### src/rtl/mmcm_reset_sequencer.sv
// rtl/mmcm_reset_sequencer.sv - MMCM reset pulse, lock wait with timeout/retries, lock filter, core reset release
module mmcm_reset_sequencer #(
  parameter int RST_CYCLES    = 16,
  parameter int LOCK_TIMEOUT  = 100000,
  parameter int STABLE_CYCLES = 1024,
  parameter int MAX_RETRIES   = 3
) (
  input  logic       clk,
  input  logic       ext_rst_n,
  input  logic       mmcm_locked,
  input  logic       soft_rst_req,
  output logic       mmcm_rst,
  output logic       core_rst_n,
  output logic       seq_fault,
  output logic [7:0] lock_loss_count,
  output logic [2:0] state_o
);

  localparam logic [2:0] S_RESET     = 3'd0;
  localparam logic [2:0] S_WAIT_LOCK = 3'd1;
  localparam logic [2:0] S_STABLE    = 3'd2;
  localparam logic [2:0] S_RUN       = 3'd3;
  localparam logic [2:0] S_FAULT     = 3'd4;

  localparam int MAX_AB = (RST_CYCLES > LOCK_TIMEOUT) ? RST_CYCLES : LOCK_TIMEOUT;
  localparam int MAX_P  = (MAX_AB > STABLE_CYCLES) ? MAX_AB : STABLE_CYCLES;
  localparam int CW     = $clog2(MAX_P + 1);

  localparam logic [CW-1:0] RST_LAST    = CW'(RST_CYCLES - 1);
  localparam logic [CW-1:0] TIMEOUT_LAST = CW'(LOCK_TIMEOUT - 1);
  localparam logic [CW-1:0] STABLE_LAST = CW'(STABLE_CYCLES - 1);
  localparam logic [3:0]    RETRY_LIMIT = 4'(MAX_RETRIES);

  logic          lock_meta;
  logic          lock_s;
  logic [2:0]    state;
  logic [2:0]    next_state;
  logic [CW-1:0] cnt;
  logic [3:0]    retry_cnt;
  logic [3:0]    next_retry;
  logic          count_loss;

  always_comb begin
    next_state = state;
    next_retry = retry_cnt;
    count_loss = 1'b0;
    case (state)
      S_RESET: begin
        if (cnt == RST_LAST) next_state = S_WAIT_LOCK;
      end
      S_WAIT_LOCK: begin
        if (lock_s) begin
          next_state = S_STABLE;
        end else if (cnt == TIMEOUT_LAST) begin
          next_retry = retry_cnt + 4'd1;
          next_state = (next_retry == RETRY_LIMIT) ? S_FAULT : S_RESET;
        end
      end
      S_STABLE: begin
        // Any dropout sends us back to wait with a fresh timeout but the same retry budget.
        if (!lock_s) begin
          next_state = S_WAIT_LOCK;
        end else if (cnt == STABLE_LAST) begin
          next_state = S_RUN;
          next_retry = 4'd0;
        end
      end
      S_RUN: begin
        if (!lock_s) begin
          next_state = S_RESET;
          count_loss = 1'b1;
        end else if (soft_rst_req) begin
          next_state = S_RESET;
        end
      end
      S_FAULT: next_state = S_FAULT;
      default: next_state = S_RESET;
    endcase
  end

  // Outputs are registered from next_state so they line up with the state they describe.
  always_ff @(posedge clk) begin
    if (!ext_rst_n) begin
      lock_meta       <= 1'b0;
      lock_s          <= 1'b0;
      state           <= S_RESET;
      cnt             <= '0;
      retry_cnt       <= 4'd0;
      mmcm_rst        <= 1'b1;
      core_rst_n      <= 1'b0;
      seq_fault       <= 1'b0;
      lock_loss_count <= 8'd0;
    end else begin
      lock_meta  <= mmcm_locked;
      lock_s     <= lock_meta;
      state      <= next_state;
      retry_cnt  <= next_retry;
      if (next_state != state) begin
        cnt <= '0;
      end else if (state != S_RUN && state != S_FAULT) begin
        cnt <= cnt + CW'(1);
      end
      mmcm_rst   <= (next_state == S_RESET) || (next_state == S_FAULT);
      core_rst_n <= (next_state == S_RUN);
      seq_fault  <= seq_fault | (next_state == S_FAULT);
      if (count_loss && lock_loss_count != 8'hFF) begin
        lock_loss_count <= lock_loss_count + 8'd1;
      end
    end
  end

  assign state_o = state;

endmodule

### config.mk
export PLATFORM = sky130hd
export DESIGN_NAME = mmcm_reset_sequencer
export DESIGN_NICKNAME = d
export VERILOG_FILES = /design/src/rtl/mmcm_reset_sequencer.sv
export SDC_FILE = /design/constraint.sdc
export NUM_CORES = 1
export LEC_CHECK = 0
export BUFFER_PORTS_ARGS = -buffer_cell sky130_fd_sc_hd__buf_4
export CORE_ASPECT_RATIO = 1.1
export CORE_UTILIZATION = 45
export CTS_BUF_LIST = sky130_fd_sc_hd__clkbuf_16
export CTS_CLUSTER_SIZE = 28
export DETAILED_ROUTE_END_ITERATION = 7
export PLACE_DENSITY = 0.73
export RECOVER_POWER = 100
export SLEW_MARGIN = 20
export SYNTH_ARGS = -nofsm -noshare
export SYNTH_HDL_FRONTEND = slang
export SYNTH_SLANG_ARGS = --single-unit
### constraint.sdc
create_clock -name clk -period 2.2 [get_ports clk]
set_input_delay 0.55 -clock clk [delete_from_list [all_inputs] [get_ports clk]]
set_output_delay 0.55 -clock clk [all_outputs]
set_load 0.02 [all_outputs]
==> run summary <==
remaining antenna violation count - 0
Total GRT Usage - 18.72%
CTS Buf Count - 5
post-DR vias/cell - 5.434
Critical Path Stages - 6
synthesis warning total - 0
Slowest Stage Delay on Critical Path - 0.61 ns
asr flop ratio synth - 0%
Layout area overhead - 11.17%
Top FF cell, synth - dfxtp_1
initial core utilization - 48.09%
Pre-antenna DRT Iters - 4
main combinational cell family by area after synthesis - simple AND/OR/NAND/NOR gates
Tcrit/Tclk final - 90.45%
Final setup viols - 0
clk sinks - 37
post-layout util - 53.46%
grt met2 use - 30.09%
outcome - finished clean
Worst Path Required - 2.36 ns
critical path type - reg -> reg
worst slack, placed - 0.1081 ns
Root Buffer - clkbuf_16
worst reg2reg setup slack - 0.21 ns
Reg2Reg Depth - 6
synthesized area - 1949 sq um
TritonCTS clock tree - built
later-pin clock latency in the skew report - 0.28 ns
cts hold-fix bufs - 0
# nets final - 246
Most Crowded Layer GR - met2
fmax - 0.5026 GHz
Core ar. - 4054 sq um
Slew HR - 73.12%
P per Cell Area - 630.4 nW/um^2
M3 GR Usage - 5.645%
Setup crit end kind - register
Max-Cap Viols - 0
Detailed Route WL - 3826 microns
commonest non-fill, non-tap cell in the layout - dfxtp_1
final worst setup slack - 0.2101 ns
Synth Area in Compound Gates - 14.76%
Simple-Gate Fraction of Synth Area - 29.65%
worst hold path type - reg -> reg
die height - 71.03 microns
Synth Area in XOR/XNOR - 10.33%
worst setup path startpoint - cnt[11]
WL per Instance - 13.19 microns
Pleak - 0.7727 nW
post-synth cell types - 47
global route total overflow - 0
CTS max path bufs - 2
multiplexer area fraction after synthesis - 1.027%
crit path launch type - register
Crit path max-delay family - simple AND/OR/NAND/NOR gates
gpl congestion - 0.8599
slowest CP cell - or4_1
first-pass GRT wire length - 6548 microns
cells after synthesis - 217
minimum clock period - 1.990 ns
RSZ-0062 raised after global routing - false
WP data arrival - 2.15 ns
Final Max Tran Viols - 0
row count - 24
PortBufs - 17
fraction of layout cells with a size suffix above 1 - 8.824%
Seq/Total Area, Yosys - 38.00%
commonest cells after routing, fill and taps aside - dfxtp_1 (37), nor2_1 (16), xnor2_1 (16)
H-tree depth - 2
DR vias - 1576
setup tns final - 0 ns
GR Layer Usage met1 - 22.93%
Critical path destination - cnt[7]
vias in the first global route - 1448
DIE AREA - 4600 sq um
clk slew on worst S/H paths - 0.05 ns
ANT cells - 0
Seq cells post-synth - 37
largest net degree at the start of global routing - 21
Post-Synth Adder-Cell Area - 2.567%
Fillers - 432
Post-synth EDFFs - 0
Reg-to-Reg End - cnt[7]
initial antenna violation count - 0
crit-path cells - or4_1, nor4_4, o2111a_2, or3_4, a21o_4, a21oi_1
HPWL after DPL - 2702 microns
Die Wd - 64.76 microns
Setup Skew - 0.005372 ns
DRC marker count from the first detailed-route iteration - 86
WP buf/inv - 0
largest fanout on the critical path - 10
r2r startpoint - cnt[11]
Remaining DRCs - 0
VDD IR max - 0.4432 mV
Mapped Nets - 225
io pins - 18
Worst-Margin Slew - 0.3995 ns
count of final hold-check violations - 0
Syn Area/Cell - 8.983 sq um
==> where the power goes <==
group	total (mW)	leakage [nW]	internal, mW	switching, mW
clock	0.652	0.0685	0.404	0.247
sequential	0.683	0.299	0.677	0.00609
combinational	0.0310	0.405	0.0144	0.0166
total	1.37	0.773	1.10	0.270
==> cells in the mapped netlist, types with 3 or more instances <==
cell	count	area share [%]
nand2b_1	4	1.3
dfxtp_1	37	38
xor2_1	7	3.1
xnor2_1	16	7.2
nor2b_1	4	1.3
ha_1	4	2.6
nor4_1	4	1.3
nand4_1	6	1.9
a21oi_1	8	2.1
inv_1	5	0.96
o21ai_1	3	0.77
nor3_1	9	2.3
clkbuf_1	4	0.77
and3_1	7	2.2
nand3_1	9	2.3
o21ai_0	3	0.77
a21oi_2	10	4.5
nand2_1	15	2.9
and2_1	10	3.2
or3_1	6	1.9
nor2_1	16	3.1
==> worst min path at each step <==
stage / depth (start not counted) / to / slack [ns] / startpoint
3_3_place_gp: 1 / lock_s / 0.42 / lock_meta
6_report: 1 / lock_s / 0.43 / lock_meta
2_1_floorplan: 1 / lock_s / 0.41 / lock_meta
5_1_grt: 1 / lock_s / 0.45 / lock_meta
3_5_place_dp: 1 / lock_s / 0.42 / lock_meta
4_1_cts: 1 / lock_s / 0.44 / lock_meta
==> final cells by class <==
type | instances | area [sq um] | share of cell area, %
Clock buffer | 5 | 125.1 | 5.774
Tap cell | 52 | 65.06 | 3.002
Sequential cell | 37 | 740.7 | 34.18
Timing Repair Buffer | 22 | 108.9 | 5.023
Inverter | 5 | 18.77 | 0.8661
Clock inverter | 2 | 7.507 | 0.3464
Multi-Input combinational cell | 167 | 1101 | 50.81
==> metal layers <==
metal	part of all wire, %	vias up	wire length [microns]
li1	-	814	-
met1	46	728	1769
met2	47	26	1805
met3	4.1	8	157
met4	2.5	0	94
met5	0	-	0
==> repair_timing <==
action	in CTS	in global routing
endpoints found under the setup margin	0	1
setup buffers	0	0
endpoints found under the hold margin	0	0
gates resized for setup	0	0
==> through the flow <==
step / area (sq um) / cells / hold slack [ns] / total power, mW
floorplan: 1949 / 217 / 0.4119 / 0.7221
global placement: 2127 / 283 / 0.4188 / 0.7311
detailed placement: 2127 / 283 / 0.4226 / 0.7315
CTS: 2260 / 290 / 0.4363 / 1.389
global route: 2167 / 290 / 0.4499 / 1.413
finish: 2167 / 290 / 0.4314 / 1.366
==> cell families after synthesis <==
kind of cell,Yosys count
buffers and inverters,13
xor gates and xnor gates,23
DFF,37
AOI/OAI and AO/OA,38
adders and majority gates,4
and+or+nand+nor,100
muxes,2
==> flip-flops by register name, summed over array words and instances, names as in the netlist <==
| register | cells |
|---|---|
| cnt | 17 |
| core_rst_n | 1 |
| lock_loss_count | 8 |
| lock_meta | 1 |
| lock_s | 1 |
| mmcm_rst | 1 |
| retry_cnt | 4 |
| seq_fault | 1 |
| state_o | 3 |
(Power assumes the default switching activity.)
